File: src/rtl/median_window_feeder_if.sv
// System-side bus of median_window_feeder: image RAM read port, MEDIAN stream,
// output RAM write port and frame control.
interface median_window_feeder_if #(
  parameter int unsigned AW = 16
);
  logic          start;
  logic          busy;
  logic          done;
  logic          err;
  logic [AW-1:0] raddr;
  logic [7:0]    rdata;
  logic [7:0]    di;
  logic          dsi;
  logic [7:0]    mdo;
  logic          dso;
  logic [AW-1:0] waddr;
  logic [7:0]    wdata;
  logic          we;

  modport master (
    input  start, rdata, mdo, dso,
    output busy, done, err, raddr, di, dsi, waddr, wdata, we
  );

  modport slave (
    output start, rdata, mdo, dso,
    input  busy, done, err, raddr, di, dsi, waddr, wdata, we
  );
endinterface

File: src/rtl/median_window_feeder.sv
// Frame sequencer feeding 3x3 border-replicated windows to a serial MEDIAN unit.
// Define MEDIAN_FEEDER_TIMEOUT_EN to add the WAIT watchdog and the sticky ERR flag.
module median_window_feeder #(
  parameter int unsigned W       = 256,
  parameter int unsigned H       = 256,
  parameter int unsigned AW      = 16,
  parameter int unsigned TIMEOUT = 64
) (
  input  logic                   clk,
  input  logic                   rst_n,
  median_window_feeder_if.master bus
);

  localparam int unsigned XW = (W > 1) ? $clog2(W) : 1;
  localparam int unsigned YW = (H > 1) ? $clog2(H) : 1;
  localparam int unsigned CW = 4;

  localparam logic [XW-1:0] X_MAX      = XW'(W - 1);
  localparam logic [YW-1:0] Y_MAX      = YW'(H - 1);
  localparam logic [CW-1:0] TAP_LAST   = CW'(8);
  localparam logic [CW-1:0] DSI_LAST   = CW'(9);
  localparam logic [CW-1:0] DRAIN_LAST = CW'(10);

  if (W < 2 || H < 2 || TIMEOUT < 1 ||
      (64'(W) * 64'(H)) > (64'(1) << AW)) begin : g_bad_cfg
    $error("median_window_feeder: illegal W/H/AW/TIMEOUT combination");
  end

  typedef enum logic [2:0] {
    S_IDLE,
    S_FETCH,
    S_DRAIN,
    S_WAIT,
    S_WRITE
  } state_e;

  state_e        state_q, state_d;
  logic [CW-1:0] cnt_q, cnt_d;
  logic [XW-1:0] x_q, x_d, x_nxt;
  logic [YW-1:0] y_q, y_d, y_nxt;
  logic          last_px;
  logic [AW-1:0] raddr_q, raddr_d;
  logic [7:0]    di_q, di_d;
  logic          dsi_q, dsi_d;
  logic          busy_q, busy_d;
  logic          done_q, done_d;
  logic          we_q, we_d;
  logic [AW-1:0] waddr_q, waddr_d;
  logic [7:0]    wdata_q, wdata_d;

`ifdef MEDIAN_FEEDER_TIMEOUT_EN
  localparam int unsigned TW = $clog2(TIMEOUT + 1);
  localparam logic [CW-1:0] CENTRE_CYC = CW'(5);

  logic [TW-1:0] wcnt_q, wcnt_d;
  logic [7:0]    centre_q, centre_d;
  logic          err_q, err_d;
`endif

  function automatic logic [AW-1:0] pix_addr(input logic [XW-1:0] px,
                                             input logic [YW-1:0] py);
    return AW'(py) * AW'(W) + AW'(px);
  endfunction

  // Row-major tap k of the window around (px,py), clamped at the image edges
  function automatic logic [AW-1:0] tap_addr(input logic [XW-1:0] px,
                                             input logic [YW-1:0] py,
                                             input logic [CW-1:0] k);
    logic [XW-1:0] rx;
    logic [YW-1:0] ry;
    case (k)
      CW'(0), CW'(3), CW'(6): rx = (px == '0)    ? px : px - XW'(1);
      CW'(2), CW'(5), CW'(8): rx = (px == X_MAX) ? px : px + XW'(1);
      default:                rx = px;
    endcase
    case (k)
      CW'(0), CW'(1), CW'(2): ry = (py == '0)    ? py : py - YW'(1);
      CW'(6), CW'(7), CW'(8): ry = (py == Y_MAX) ? py : py + YW'(1);
      default:                ry = py;
    endcase
    return pix_addr(rx, ry);
  endfunction

  // Raster advance
  always_comb begin
    last_px = (x_q == X_MAX) && (y_q == Y_MAX);
    if (x_q == X_MAX) begin
      x_nxt = '0;
      y_nxt = y_q + YW'(1);
    end else begin
      x_nxt = x_q + XW'(1);
      y_nxt = y_q;
    end
  end

  always_comb begin
    state_d  = state_q;
    cnt_d    = cnt_q;
    x_d      = x_q;
    y_d      = y_q;
    raddr_d  = '0;
    di_d     = '0;
    dsi_d    = 1'b0;
    done_d   = 1'b0;
    we_d     = 1'b0;
    waddr_d  = '0;
    wdata_d  = '0;
`ifdef MEDIAN_FEEDER_TIMEOUT_EN
    wcnt_d   = '0;
    centre_d = centre_q;
    err_d    = err_q;
`endif

    // RDATA for taps 0..8 returns in window cycles 1..9
    if ((state_q == S_FETCH && cnt_q != '0) ||
        (state_q == S_DRAIN && cnt_q == DSI_LAST)) begin
      dsi_d = 1'b1;
      di_d  = bus.rdata;
    end

`ifdef MEDIAN_FEEDER_TIMEOUT_EN
    if (state_q == S_FETCH && cnt_q == CENTRE_CYC) begin
      centre_d = bus.rdata;
    end
`endif

    case (state_q)
      S_IDLE: begin
        if (bus.start) begin
          state_d = S_FETCH;
          cnt_d   = '0;
          x_d     = '0;
          y_d     = '0;
          raddr_d = tap_addr('0, '0, CW'(0));
`ifdef MEDIAN_FEEDER_TIMEOUT_EN
          err_d   = 1'b0;
`endif
        end
      end

      S_FETCH: begin
        cnt_d = cnt_q + CW'(1);
        if (cnt_q == TAP_LAST) begin
          state_d = S_DRAIN;
        end else begin
          raddr_d = tap_addr(x_q, y_q, cnt_q + CW'(1));
        end
      end

      S_DRAIN: begin
        cnt_d = cnt_q + CW'(1);
        if (cnt_q == DRAIN_LAST) begin
          state_d = S_WAIT;
        end
      end

      S_WAIT: begin
        if (bus.dso) begin
          state_d = S_WRITE;
          we_d    = 1'b1;
          waddr_d = pix_addr(x_q, y_q);
          wdata_d = bus.mdo;
        end
`ifdef MEDIAN_FEEDER_TIMEOUT_EN
        else if (wcnt_q == TW'(TIMEOUT - 1)) begin
          // MEDIAN never answered: pass the centre pixel through and flag it
          state_d = S_WRITE;
          we_d    = 1'b1;
          waddr_d = pix_addr(x_q, y_q);
          wdata_d = centre_q;
          err_d   = 1'b1;
        end else begin
          wcnt_d = wcnt_q + TW'(1);
        end
`endif
      end

      S_WRITE: begin
        if (last_px) begin
          state_d = S_IDLE;
          done_d  = 1'b1;
          x_d     = '0;
          y_d     = '0;
        end else begin
          state_d = S_FETCH;
          cnt_d   = '0;
          x_d     = x_nxt;
          y_d     = y_nxt;
          raddr_d = tap_addr(x_nxt, y_nxt, CW'(0));
        end
      end

      default: state_d = S_IDLE;
    endcase

    busy_d = (state_d != S_IDLE);
  end

  always_ff @(posedge clk or negedge rst_n) begin
    if (!rst_n) begin
      state_q  <= S_IDLE;
      cnt_q    <= '0;
      x_q      <= '0;
      y_q      <= '0;
      raddr_q  <= '0;
      di_q     <= '0;
      dsi_q    <= 1'b0;
      busy_q   <= 1'b0;
      done_q   <= 1'b0;
      we_q     <= 1'b0;
      waddr_q  <= '0;
      wdata_q  <= '0;
    end else begin
      state_q  <= state_d;
      cnt_q    <= cnt_d;
      x_q      <= x_d;
      y_q      <= y_d;
      raddr_q  <= raddr_d;
      di_q     <= di_d;
      dsi_q    <= dsi_d;
      busy_q   <= busy_d;
      done_q   <= done_d;
      we_q     <= we_d;
      waddr_q  <= waddr_d;
      wdata_q  <= wdata_d;
    end
  end

`ifdef MEDIAN_FEEDER_TIMEOUT_EN
  always_ff @(posedge clk or negedge rst_n) begin
    if (!rst_n) begin
      wcnt_q   <= '0;
      centre_q <= '0;
      err_q    <= 1'b0;
    end else begin
      wcnt_q   <= wcnt_d;
      centre_q <= centre_d;
      err_q    <= err_d;
    end
  end

  assign bus.err = err_q;
`else
  assign bus.err = 1'b0;
`endif

  assign bus.busy  = busy_q;
  assign bus.done  = done_q;
  assign bus.raddr = raddr_q;
  assign bus.di    = di_q;
  assign bus.dsi   = dsi_q;
  assign bus.waddr = waddr_q;
  assign bus.wdata = wdata_q;
  assign bus.we    = we_q;

endmodule

File: src/flat_wrapper.sv
// flat-port wrapper written by rule: the top's interface ports become plain ports
module median_window_feeder_flat 
#(
  parameter int unsigned W       = 256,
  parameter int unsigned H       = 256,
  parameter int unsigned AW      = 16,
  parameter int unsigned TIMEOUT = 64
)
  (clk, rst_n, bus_start, bus_rdata, bus_mdo, bus_dso, bus_busy, bus_done, bus_err, bus_raddr, bus_di, bus_dsi, bus_waddr, bus_wdata, bus_we);
  median_window_feeder_if #(.AW(AW)) bus_i ();
  input  logic clk;
  input  logic rst_n;
  input wire logic [$bits(bus_i.start)-1:0] bus_start;
  input wire logic [$bits(bus_i.rdata)-1:0] bus_rdata;
  input wire logic [$bits(bus_i.mdo)-1:0] bus_mdo;
  input wire logic [$bits(bus_i.dso)-1:0] bus_dso;
  output wire logic [$bits(bus_i.busy)-1:0] bus_busy;
  output wire logic [$bits(bus_i.done)-1:0] bus_done;
  output wire logic [$bits(bus_i.err)-1:0] bus_err;
  output wire logic [$bits(bus_i.raddr)-1:0] bus_raddr;
  output wire logic [$bits(bus_i.di)-1:0] bus_di;
  output wire logic [$bits(bus_i.dsi)-1:0] bus_dsi;
  output wire logic [$bits(bus_i.waddr)-1:0] bus_waddr;
  output wire logic [$bits(bus_i.wdata)-1:0] bus_wdata;
  output wire logic [$bits(bus_i.we)-1:0] bus_we;
  assign bus_i.start = bus_start;
  assign bus_i.rdata = bus_rdata;
  assign bus_i.mdo = bus_mdo;
  assign bus_i.dso = bus_dso;
  assign bus_busy = bus_i.busy;
  assign bus_done = bus_i.done;
  assign bus_err = bus_i.err;
  assign bus_raddr = bus_i.raddr;
  assign bus_di = bus_i.di;
  assign bus_dsi = bus_i.dsi;
  assign bus_waddr = bus_i.waddr;
  assign bus_wdata = bus_i.wdata;
  assign bus_we = bus_i.we;
  median_window_feeder #(.W(W), .H(H), .AW(AW), .TIMEOUT(TIMEOUT)) u_core (.clk(clk), .rst_n(rst_n), .bus(bus_i));
endmodule
File: config.mk
export PLATFORM = sky130hd
export DESIGN_NAME = median_window_feeder_flat
export DESIGN_NICKNAME = d
export VERILOG_FILES = /design/src/rtl/median_window_feeder_if.sv /design/src/rtl/median_window_feeder.sv /design/src/flat_wrapper.sv
export SDC_FILE = /design/constraint.sdc
export NUM_CORES = 1
export LEC_CHECK = 0
export CAP_MARGIN = 25
export CORE_MARGIN = 2
export CORE_UTILIZATION = 45
export DETAILED_ROUTE_END_ITERATION = 8
export PLACE_DENSITY_LB_ADDON = 0.05
export SLEW_MARGIN = 20
export SYNTH_ARGS = -nofsm -noshare
export SYNTH_HDL_FRONTEND = slang
export SYNTH_SLANG_ARGS = --single-unit
File: constraint.sdc
create_clock -name clk -period 3.2 [get_ports clk]
set_input_delay 0.48 -clock clk [delete_from_list [all_inputs] [get_ports clk]]
set_output_delay 0.48 -clock clk [all_outputs]
set_load 0.02 [all_outputs]
==> PnR_summary.wiki, run 1 <==
{| class="wikitable"
! Metric !! Value
|-
| Run status || finished, final reports clean
|-
| Dpl ws || approximately 0.24 ns
|-
| Max cap viols || 0
|-
| Clock buffers created by TritonCTS || 9
|-
| Standard cell with the maximum stage delay on the critical path || dfrtp_1
|-
| Avg Inst Size Synth || about 8.8 um2
|-
| Power share of the sequential group || 28.3%
|-
| Final wirelength || approximately 15000 um
|-
| Post-synthesis instance area || 4948 um2
|-
| P per Cell Area || 751.0 nW/um2
|-
| Commonest cells in the netlist || dfrtp_1, nand2_1, o21ai_0
|-
| Ratio of routed vias to standard cells || around 5.9
|-
| Tightest Hold Check Type || in -> async
|-
| Maximum clock path buffer count || 2
|-
| Starting utilization of the core area || around 46%
|-
| Quantity of I/O buffers inserted on ports || 71
|-
| Worst-case register-to-register setup slack || ~0.31 ns
|-
| Net Count, Synth || 600
|-
| Number of detailed-route iterations in the first pass || 5
|-
| Starting DRC count in detailed routing || 319
|-
| Die outline area || approximately 12000 um2
|-
| Post-synthesis register bit count || 75
|-
| Number of top-level design ports || 73
|-
| Wire length of the first global-routing pass || ~24000 um
|-
| Endpoint of the worst register-to-register path || u_core.bus.raddr[3]
|-
| Cells on worst reg2reg path || 9
|-
| Number of diodes || 0
|-
| Non-filler instance count after layout || approximately 770
|-
| Gate count after technology mapping || about 560
|-
| GRT Residual Overflow || 0
|-
| Maximum clock frequency || 346.6 MHz
|-
| Cell variety after synth || 80
|-
| Clock tree from TritonCTS || yes
|-
| Combinational Power Share || 51.8%
|-
| Largest net degree at the start of global routing || 76
|-
| Delay of the slowest critical-path stage || approximately 0.55 ns
|-
| Standard-cell row count || 38
|-
| DR WL/cell || about 19 um
|-
| Worst Hold Margin || around 0.062 ns
|-
| Total half-perimeter wirelength after legalization and detailed placement || between 10000 and 15000 um
|-
| Clock slew at the register clock pins of the worst setup and hold paths || ~0.080 ns
|-
| DRC violations left || 0
|-
| Number of antenna violations at the first check in global routing || 0
|-
| Final Skew || around 0.012 ns
|-
| Die X-Extent || 108.9 um
|-
| Synth warn || 0
|-
| Leading cell type by number of instances after synthesis || dfrtp_1
|-
| Type of the worst setup path || reg -> reg
|-
| Layout Nets || approximately 660
|-
| Cell type with the highest aggregate area in the netlist || dfrtp_1
|-
| Worst setup slack after layout || approximately 0.31 ns
|-
| Routed via count || between 4000 and 5000
|-
| Root buffer cell || clkbuf_8
|-
| Sequential cell area fraction in the yosys report || 37.93%
|-
| Critical path launch point || u_core.x_q[0]
|-
| Peak supply drop || around 580 uV
|-
| Share of cells above drive strength 1 || between 8 and 9%
|-
| Final hold violation count || 0
|-
| Core region area || between 10000 and 15000 um2
|-
| Max Fanout on Critical Path || 11
|-
| Transition time of the tightest slew-check pin || about 0.86 ns
|-
| Final weighted congestion in routability-driven placement || between 0.8 and 0.9
|-
| Util after Layout || a little under three fifths
|-
| Most used DFF post-synth || dfrtp_1
|-
| Layout-stage area growth over the synthesis result || 22.00%
|-
| RSZ-0062 raised after global routing || no
|-
| Cell types with the largest area share after synthesis || dfrtp_1, ha_1, and2_1
|-
| Final Max Slew Viols || 0
|-
| Die extent in y || between 100 and 150 um
|-
| Share of total power in the clock network || 19.9%
|-
| Switching share of total power || between 40% and 50%
|-
| Worst Setup End Kind || register
|-
| Kind of start point of the critical path || register
|-
| Headroom to the max-slew limit || 42.21%
|-
| Number of cells in the design after placement || 750
|-
| Pleak || about 0.0025 uW
|-
| Net Sw Power || 1932 uW
|-
| Final number of setup-violating endpoints || 0
|-
| Async S/R FF share, synth || 100.0%
|-
| Int Power || 2602 uW
|-
| H-tree Lvls || 3
|-
| Worst setup path endpoint || u_core.bus.raddr[3]
|-
| Number of enable-type register cells in the synthesized netlist || 0
|-
| Required time reported for the critical path endpoint || about 3.4 ns
|-
| Reg-to-reg critical path startpoint || u_core.x_q[0]
|-
| Overall fraction of global-route tracks in use || approximately a quarter
|-
| Final period util || around 90%
|-
| Source-to-sink clock delay at the later pin of the worst-skew pair || ~0.37 ns
|-
| Number of sinks handled by clock tree synthesis || 75
|-
| Antenna-violating nets left || 0
|-
| Time the worst path needs with I/O delays and setup || ~2.9 ns
|-
| Portion of synthesized cell area occupied by the leading cell type || 37.93%
|-
| WP data arrival || 3.12 ns
|-
| Number of global-route vias before repair || 4375
|-
| Chain of cells forming the critical path || ha_2 > nand2_1 > or2_0 > buf_4 > a2bb2oi_2 > nor2_2 > a2111oi_0 > o32a_1 > o21ai_1
|-
| Setup Fix Bufs, Post-CTS || 0
|-
| Setup total negative slack || 0 ns
|}
-- cells by family after synthesis --
kind of cell,after synthesis,synth area share (%)
adders and majority gates,19,4.804
DFF,75,37.93
buffers and inverters,54,5.107
muxes,13,2.705
and+or+nand+nor,217,23.21
AOI/OAI and AO/OA,159,22.10
xor gates and xnor gates,23,4.071
other,1,0.07578
-- registers in the layout, summed over array words and instances, names as in the netlist, 3 cells and up --
register,flops
u_core.bus.waddr,16
u_core.cnt_q,4
u_core.x_q,8
u_core.bus.raddr,16
u_core.bus.di,8
u_core.y_q,8
u_core.state_q,3
u_core.bus.wdata,8
-- worst min-delay path by stage --
stage | slack [ns] | from | cells after the start | end
global placement | 0.56 | u_core.y_q[3] | 1 | u_core.y_q[3]
CTS | 0.29 | rst_n | 1 | u_core.bus.di[2]
floorplan | 0.18 | rst_n | 0 | u_core.bus.busy
detailed placement | 0.55 | u_core.y_q[3] | 1 | u_core.y_q[3]
global route | 0.08 | rst_n | 1 | u_core.bus.di[2]
finish | 0.06 | rst_n | 1 | u_core.bus.di[2]
-- per-layer routing --
layer	track usage (%)	vias up	share of wire [%]
met3	4.304	34	5.5
met4	11.36	0	2.9
met5	0	-	0
met2	41.44	161	47
li1	-	2164	-
met1	35.68	2170	45
-- placed cells by master, fill, tap and decap left out, drive strengths merged, types with 3 or more instances in the layout --
cell type	synthesis	final
and2	37	37
or3	8	8
dfrtp	75	75
nand3	17	17
mux2	3	3
a21boi	4	4
nor4	8	8
nand4	4	4
o211ai	6	6
nor2b	4	4
o31ai	7	7
a21oi	30	30
clkbuf	26	12
and3	10	10
a221oi	4	4
o22ai	11	11
a31oi	8	8
o22a	3	3
nand2	52	52
mux2i	10	10
inv	14	14
a211o	4	4
buf	14	20
nor3b	5	5
bufinv	0	3
xnor2	20	20
ha	19	19
o21ai	40	40
nand2b	6	6
o32a	3	3
clkdlybuf4s50	0	70
nor2	36	36
nor3	21	21
xor2	3	3
-- layout make-up --
type	count	area (um2)
clock buffers	12	145.1
clock inverters	4	97.59
fillers	997	4756
inverters	14	52.55
multi-input cells	432	2826
flip-flops and latches	75	1877
well taps	140	175.2
repair buffers	90	863.3
-- through the flow --
stage / instance area (um2) / total power, uW
final: 6037 / 4534
after global routing: 6037 / 4849
after CTS: 6015 / 4534
after detailed placement: 5772 / 3611
after global placement: 5772 / 3600
after floorplan: 4949 / 2877
-- critical path: cells and delay by family, from the launching register on --
family	cells	cell delay, ns
flip-flops	1	0.55
AND/OR/NAND/NOR	3	0.63
AO/OA/AOI/OAI	4	1.02
buffers and inverters	1	0.18
adder cells (fa/ha/maj)	1	0.37
-- power by group through the flow --
stage | combinational [uW] | sequential, uW | clock, uW
2_1_floorplan | 1490 | 1380 | 0
3_3_place_gp | 2310 | 1290 | 0
3_5_place_dp | 2310 | 1300 | 0
4_1_cts | 2330 | 1280 | 928
5_1_grt | 2570 | 1310 | 970
6_report | 2350 | 1280 | 901
-- what timing repair did --
item                                    CTS  global route
hold buffers                              0             0
resized for setup                         0             1
endpoints found under the setup margin    0             2
(Power assumes the default switching activity.)
==> run 2: changes to the inputs <==
--- a/config.mk
+++ b/config.mk
@@ -6,6 +6,7 @@
 export NUM_CORES = 1
 export LEC_CHECK = 0
 export CAP_MARGIN = 25
+export CORE_ASPECT_RATIO = 1.2
 export CORE_MARGIN = 2
 export CORE_UTILIZATION = 45
 export DETAILED_ROUTE_END_ITERATION = 8
==> run 2 against run 1 <==
  * Routed wire length decreased by 2.0%
  * First-iteration DRC count increased by 4.1%
  * Critical endpoint is now u_core.bus.raddr[9]
  * Worst hold slack got worse by 0.0072 ns
  * Count of clock-buffer cells in the layout unchanged
  * Setup slack got worse by 0.053 ns
==> PnR_summary.wiki, run 2 (same netlist as run 1, synthesis figures left out) <==
{| class="wikitable"
! Metric !! Value
|-
| Post-cts resize count || 0 (unchanged)
|-
| Source-to-sink clock delay at the later pin of the worst-skew pair || 0.33 ns (was 0.37 ns)
|-
| Antenna-violating nets left || 0 (unchanged)
|-
| Total power draw || 4530 uW (was 4534 uW)
|-
| Standard-cell row count || 41 (was 38)
|-
| Kind of start point of the critical path || register (unchanged)
|-
| Number of global-route vias before repair || 4414 (was 4375)
|-
| Number of antenna violations at the first check in global routing || 0 (unchanged)
|-
| Maximum clock frequency || 340.3 MHz (was 346.6 MHz)
|-
| Layout Nets || 663 (was 661)
|-
| Headroom to the max-slew limit || 52.08% (was 42.21%)
|-
| DRC violations left || 0 (unchanged)
|-
| Number of diodes || 0 (unchanged)
|-
| Die X-Extent || 99.73 um (was 108.9 um)
|-
| Top library cells by usage in the layout, fill and taps aside || dfrtp_1, clkdlybuf4s50_1, nand2_1 (unchanged)
|-
| Starting utilization of the core area || 46.60% (was 45.85%)
|-
| Number of detailed-route iterations in the first pass || 5 (unchanged)
|-
| Overall fraction of global-route tracks in use || 24.53% (was 26.30%)
|-
| Share of cells above drive strength 1 || 9.062% (was 8.772%)
|-
| Ratio of routed vias to standard cells || 5.983 (was 5.905)
|-
| Worst-case register-to-register setup slack || 0.26 ns (was 0.31 ns)
|-
| Layout-stage area growth over the synthesis result || 22.91% (was 22.00%)
|-
| WP data arrival || 3.19 ns (was 3.12 ns)
|-
| DR WL/cell || 19.01 um (was 19.18 um)
|-
| Starting DRC count in detailed routing || 332 (was 319)
|-
| Final number of setup-violating endpoints || 0 (unchanged)
|-
| Area occupied by registers || 1877 um2 (unchanged)
|-
| Maximum clock path buffer count || 2 (unchanged)
|-
| Time the worst path needs with I/O delays and setup || 2.938 ns (was 2.885 ns)
|-
| Final period util || 91.82% (was 90.17%)
|-
| Largest net degree at the start of global routing || 76 (unchanged)
|-
| Run status || finished, final reports clean (unchanged)
|-
| Cells on worst reg2reg path || 10 (was 9)
|-
| Clock tree from TritonCTS || yes (unchanged)
|-
| Quantity of I/O buffers inserted on ports || 71 (unchanged)
|-
| Worst Setup End Kind || register (unchanged)
|-
| Routed via count || 4535 (was 4529)
|-
| Number of buffers inserted by hold repair at cts || 0 (unchanged)
|-
| Total half-perimeter wirelength after legalization and detailed placement || 10330 um (was 10280 um)
|-
| Worst setup slack after layout || 0.2617 ns (was 0.3146 ns)
|-
| Final wirelength || 14410 um (was 14710 um)
|-
| Final Skew || 0.009008 ns (was 0.01236 ns)
|-
| P per Cell Area || 744.9 nW/um2 (was 751.0 nW/um2)
|-
| GRT Residual Overflow || 0 (unchanged)
|-
| Most common cell after layout, fill and taps aside || dfrtp_1 (unchanged)
|-
| Peak supply drop || 346.9 uV (was 575.6 uV)
|-
| Required time reported for the critical path endpoint || 3.45 ns (was 3.44 ns)
|-
| Dpl ws || 0.2935 ns (was 0.2374 ns)
|-
| Final Max Slew Viols || 0 (unchanged)
|-
| Filler Cell Count || 977 (was 997)
|-
| Number of sinks handled by clock tree synthesis || 75 (unchanged)
|-
| Final hold violation count || 0 (unchanged)
|-
| Wire length of the first global-routing pass || 22930 um (was 23580 um)
|-
| Setup Fix Bufs, Post-CTS || 0 (unchanged)
|-
| Setup total negative slack || 0 ns (unchanged)
|-
| H-tree Lvls || 3 (unchanged)
|-
| Endpoint of the worst register-to-register path || u_core.bus.raddr[9] (was u_core.bus.raddr[3])
|-
| Core region area || 10620 um2 (was 10790 um2)
|-
| Pleak || 0.002572 uW (was 0.002537 uW)
|-
| Number of top-level design ports || 73 (unchanged)
|-
| Final weighted congestion in routability-driven placement || 0.9260 (was 0.8970)
|-
| Max Fanout on Critical Path || 11 (unchanged)
|-
| Max cap viols || 0 (unchanged)
|-
| Combined area of the multi-input logic cells || 2824 um2 (was 2826 um2)
|-
| RSZ-0062 raised after global routing || no (unchanged)
|-
| Type of the worst setup path || reg -> reg (unchanged)
|-
| Transition time of the tightest slew-check pin || 0.7128 ns (was 0.8597 ns)
|-
| Tightest Hold Check Type || in -> async (unchanged)
|-
| Reg-to-reg critical path startpoint || u_core.x_q[0] (unchanged)
|-
| Root buffer cell || clkbuf_16 (was clkbuf_8)
|-
| Die outline area || 11860 um2 (was 11850 um2)
|-
| Clock buffers created by TritonCTS || 9 (unchanged)
|-
| Die extent in y || 118.9 um (was 108.9 um)
|-
| Clock slew at the register clock pins of the worst setup and hold paths || 0.06 ns (was 0.08 ns)
|}
[run 2: cell types whose count changed in the layout (fill, tap and decap cells not counted), sizes merged]
cell / delta
buf: +2
bufinv: -3
clkinv: +2
clkinvlp: +1
[run 2: area by class of cell]
cell class | instances | share of cell area (%)
multi-input combinational | 432 | 46.43
inverter | 14 | 0.8640
clock inverter | 4 | 0.4114
clock buffer | 12 | 4.217
tap | 129 | 2.654
sequential | 75 | 30.86
timing repair buffer | 92 | 14.56
[run 2: where the power goes]
group / switching [uW] / leakage, uW / total (uW) / internal, uW
sequential: 170 / 0.00102 / 1290 / 1120
combinational: 1340 / 0.00142 / 2280 / 939
clock: 387 / 0.000135 / 952 / 565
total: 1900 / 0.00257 / 4530 / 2630
[run 2: stage by stage]
step	instances	hold slack (ns)	cell area, um2	utilization, %
6_report	758	0.05434	6082	57.28
5_1_grt	758	0.07129	6082	57.28
4_1_cts	757	0.3359	6055	57.02
3_5_place_dp	741	0.5925	5773	54.37
3_3_place_gp	741	0.5579	5773	54.37
2_1_floorplan	561	0.1844	4949	-
[run 2: worst max-delay path by stage]
stage / startpoint / to / slack, ns
3_5_place_dp: u_core.x_q[0] / u_core.bus.raddr[9] / 0.29
3_3_place_gp: u_core.x_q[0] / u_core.bus.raddr[9] / 0.32
4_1_cts: u_core.x_q[0] / u_core.bus.raddr[9] / 0.27
2_1_floorplan: u_core.x_q[1] / u_core.bus.raddr[7] / 0.50
5_1_grt: u_core.x_q[0] / u_core.bus.raddr[9] / 0.04
6_report: u_core.x_q[0] / u_core.bus.raddr[9] / 0.26
[run 2: worst max-delay path, stage by stage, from the launching register on]
cell and delay, ns:
dfrtp_1 0.57, ha_1 0.30, nand4_2 0.24, nor2_1 0.21
buf_4 0.23, mux2i_1 0.38, ha_1 0.21, and3_1 0.19
nand2_1 0.11, mux2_2 0.28, o22ai_1 0.13
[run 2: layer usage]
metal | routed length (um) | vias to the layer above | share of wire, % | GRT usage, %
met3 | 883 | 50 | 6.1 | 3.932
met4 | 659 | 0 | 4.6 | 13.18
li1 | - | 2157 | - | -
met5 | 0 | - | 0 | 0
met1 | 6112 | 2131 | 42 | 30.96
met2 | 6755 | 197 | 47 | 39.99
==> run 3: changes to the inputs <==
--- a/config.mk
+++ b/config.mk
@@ -8,7 +8,7 @@
 export CAP_MARGIN = 25
 export CORE_ASPECT_RATIO = 1.2
 export CORE_MARGIN = 2
-export CORE_UTILIZATION = 45
+export CORE_UTILIZATION = 55
 export DETAILED_ROUTE_END_ITERATION = 8
 export PLACE_DENSITY_LB_ADDON = 0.05
 export SLEW_MARGIN = 20
==> run 3 against run 2 <==
  * Register-to-register slack is essentially flat
  * Sequential share of layout area grew 0.76 points
  * Fmax grew 0.36%
  * Utilization grew 11 points
  * Highest routed layer unchanged
==> PnR_summary.wiki, run 3 (same netlist as run 1, synthesis figures left out) <==
{| class="wikitable"
! Metric !! Value
|-
| Delay of the slowest critical-path stage || 0.53 ns (was 0.57 ns)
|-
| Clock tree from TritonCTS || yes (unchanged)
|-
| Setup total negative slack || 0 ns (unchanged)
|-
| Ratio of routed vias to standard cells || 6.220 (was 5.983)
|-
| Headroom to the max-slew limit || 48.20% (was 52.08%)
|-
| Clock slew at the register clock pins of the worst setup and hold paths || 0.08 ns (was 0.06 ns)
|-
| Type of the worst setup path || reg -> reg (unchanged)
|-
| Endpoint of the worst register-to-register path || u_core.bus.raddr[5] (was u_core.bus.raddr[9])
|-
| Starting DRC count in detailed routing || 264 (was 332)
|-
| Die outline area || 9775 um2 (was 11860 um2)
|-
| Number of antenna violations at the first check in global routing || 0 (unchanged)
|-
| Worst setup path endpoint || u_core.bus.raddr[5] (was u_core.bus.raddr[9])
|-
| Met1 layer usage reported by global route || 39.29% (was 30.96%)
|-
| Root buffer cell || clkbuf_8 (was clkbuf_16)
|-
| Final wirelength || 14420 um (was 14410 um)
|-
| Setup Fix Bufs, Post-CTS || 0 (unchanged)
|-
| Combinational Power Share || 53.4% (was 50.4%)
|-
| Layout-stage area growth over the synthesis result || 19.95% (was 22.91%)
|-
| Number of detailed-route iterations in the first pass || 5 (unchanged)
|-
| Net Sw Power || 1916 uW (was 1902 uW)
|-
| Die extent in y || 107.9 um (was 118.9 um)
|-
| Worst Setup End Kind || register (unchanged)
|-
| Share of cells above drive strength 1 || 8.507% (was 9.062%)
|-
| Source-to-sink clock delay at the later pin of the worst-skew pair || 0.37 ns (was 0.33 ns)
|-
| Critical path launch point || u_core.x_q[0] (unchanged)
|-
| Final number of setup-violating endpoints || 0 (unchanged)
|-
| Starting utilization of the core area || 57.16% (was 46.60%)
|-
| Standard cell with the maximum stage delay on the critical path || dfrtp_1 (unchanged)
|-
| H-tree Lvls || 3 (unchanged)
|-
| Final hold violation count || 0 (unchanged)
|-
| Int Power || 2429 uW (was 2628 uW)
|-
| Combined area of the multi-input logic cells || 2828 um2 (was 2824 um2)
|-
| Core region area || 8657 um2 (was 10620 um2)
|-
| Final period util || 91.49% (was 91.82%)
|-
| Kind of start point of the critical path || register (unchanged)
|-
| GRT Residual Overflow || 0 (unchanged)
|-
| Standard-cell row count || 37 (was 41)
|-
| Cells on worst reg2reg path || 10 (unchanged)
|-
| Max Fanout on Critical Path || 11 (unchanged)
|-
| Worst-case register-to-register setup slack || 0.27 ns (was 0.26 ns)
|-
| Final Skew || 0.01209 ns (was 0.009008 ns)
|-
| Met3 track utilization from global routing || 5.602% (was 3.932%)
|-
| DRC violations left || 0 (unchanged)
|-
| Quantity of I/O buffers inserted on ports || 71 (unchanged)
|-
| Clock buffers created by TritonCTS || 9 (unchanged)
|-
| Number of global-route vias before repair || 4459 (was 4414)
|-
| Number of sinks handled by clock tree synthesis || 75 (unchanged)
|-
| Final weighted congestion in routability-driven placement || 1.011 (was 0.9260)
|-
| Tightest Hold Check Type || in -> async (unchanged)
|-
| Chain of cells forming the critical path || ha_1 > nand4_2 > nor2_1 > inv_1 > ha_1 > o21bai_1 > nor3_1 > nor3_1 > a21oi_1 > o22ai_1 (was ha_1 > nand4_2 > nor2_1 > buf_4 > mux2i_1 > ha_1 > and3_1 > nand2_1 > mux2_2 > o22ai_1)
|-
| Max cap viols || 0 (unchanged)
|-
| Share of total power in the clock network || 16.7% (was 21.0%)
|-
| Maximum clock path buffer count || 2 (unchanged)
|-
| Reg-to-reg critical path startpoint || u_core.x_q[0] (unchanged)
|-
| Filler Cell Count || 691 (was 977)
|-
| Area occupied by registers || 1877 um2 (unchanged)
|-
| Total half-perimeter wirelength after legalization and detailed placement || 10280 um (was 10330 um)
|-
| Die X-Extent || 90.59 um (was 99.73 um)
|-
| Top library cells by usage in the layout, fill and taps aside || dfrtp_1, clkdlybuf4s50_1, nand2_1 (unchanged)
|-
| RSZ-0062 raised after global routing || no (unchanged)
|-
| Transition time of the tightest slew-check pin || 0.7706 ns (was 0.7128 ns)
|-
| Time the worst path needs with I/O delays and setup || 2.928 ns (was 2.938 ns)
|-
| Routed via count || 4603 (was 4535)
|-
| Switching share of total power || 44.09% (was 41.98%)
|-
| Power share of the sequential group || 29.9% (was 28.6%)
|-
| Final Max Slew Viols || 0 (unchanged)
|-
| P per Cell Area || 732.1 nW/um2 (was 744.9 nW/um2)
|-
| Maximum clock frequency || 341.6 MHz (was 340.3 MHz)
|-
| Layout Nets || 658 (was 663)
|-
| Peak supply drop || 305.8 uV (was 346.9 uV)
|-
| Wire length of the first global-routing pass || 23570 um (was 22930 um)
|-
| Overall fraction of global-route tracks in use || 30.48% (was 24.53%)
|-
| Antenna-violating nets left || 0 (unchanged)
|-
| DR WL/cell || 19.49 um (was 19.01 um)
|-
| Largest net degree at the start of global routing || 76 (unchanged)
|-
| Number of top-level design ports || 73 (unchanged)
|-
| Required time reported for the critical path endpoint || 3.38 ns (was 3.45 ns)
|-
| Util after Layout || 68.56% (was 57.28%)
|-
| Run status || finished, final reports clean (unchanged)
|-
| WP data arrival || 3.11 ns (was 3.19 ns)
|-
| Pleak || 0.002513 uW (was 0.002572 uW)
|-
| GRT busiest layer || met2 (unchanged)
|-
| Met2 track utilization from global routing || 49.73% (was 39.99%)
|-
| Number of diodes || 0 (unchanged)
|-
| Most common cell after layout, fill and taps aside || dfrtp_1 (unchanged)
|}
[run 3: cell type report]
type / count / area share [%]
inverters: 14 / 0.8853
clock buffers: 10 / 2.319
multi-input cells: 432 / 47.64
repair buffers: 87 / 14.17
clock inverters: 5 / 0.9064
well taps: 117 / 2.466
flip-flops and latches: 75 / 31.62
[run 3: power by group through the flow]
stage                     Sequential [uW]  Clock [uW]  Combinational (uW)
after floorplan                      1380           0                1490
after global placement               1310           0                2210
after detailed placement             1320           0                2240
after CTS                            1300         741                2260
after global routing                 1330         772                2510
final                                1300         725                2320
[run 3: critical path, delay by kind of cell (launching register included)]
family                     cells  cell delay, ns
AOI/OAI and AO/OA              3            0.55
DFF                            1            0.53
and+or+nand+nor                4            0.81
buffers and inverters          1            0.11
adders and majority gates      2            0.73
[run 3: through the flow]
stage / hold slack (ns) / setup WS (ns) / area [um2] / instances / power [uW]
4_1_cts: 0.2861 / 0.2585 / 5912 / 739 / 4301
6_report: 0.07698 / 0.2723 / 5936 / 740 / 4345
5_1_grt: 0.1193 / 0.01642 / 5936 / 740 / 4613
3_5_place_dp: 0.6672 / 0.3089 / 5720 / 724 / 3554
2_1_floorplan: 0.1844 / 0.4963 / 4949 / 561 / 2877
3_3_place_gp: 0.6508 / 0.3824 / 5720 / 724 / 3516
[run 3: how the worst min path moves through the flow]
| stage | startpoint | endpoint | slack, ns | depth (start not counted) |
|---|---|---|---|---|
| floorplan | rst_n | u_core.bus.busy | 0.18 | 0 |
| global placement | u_core.x_q[1] | u_core.bus.waddr[1] | 0.65 | 1 |
| detailed placement | u_core.y_q[7] | u_core.y_q[7] | 0.67 | 3 |
| CTS | rst_n | u_core.bus.waddr[0] | 0.29 | 1 |
| global route | rst_n | u_core.bus.di[6] | 0.12 | 1 |
| finish | rst_n | u_core.bus.di[6] | 0.08 | 1 |
[run 3: repair_timing]
action,CTS,global route
gates resized for setup,0,1
hold buffers,0,0
setup endpoints to repair,0,1
[run 3: metal layers]
layer	up-vias	share of wire [%]
li1	2141	-
met1	2171	42
met2	243	48
met3	48	7.2
met4	0	3.6
met5	-	0
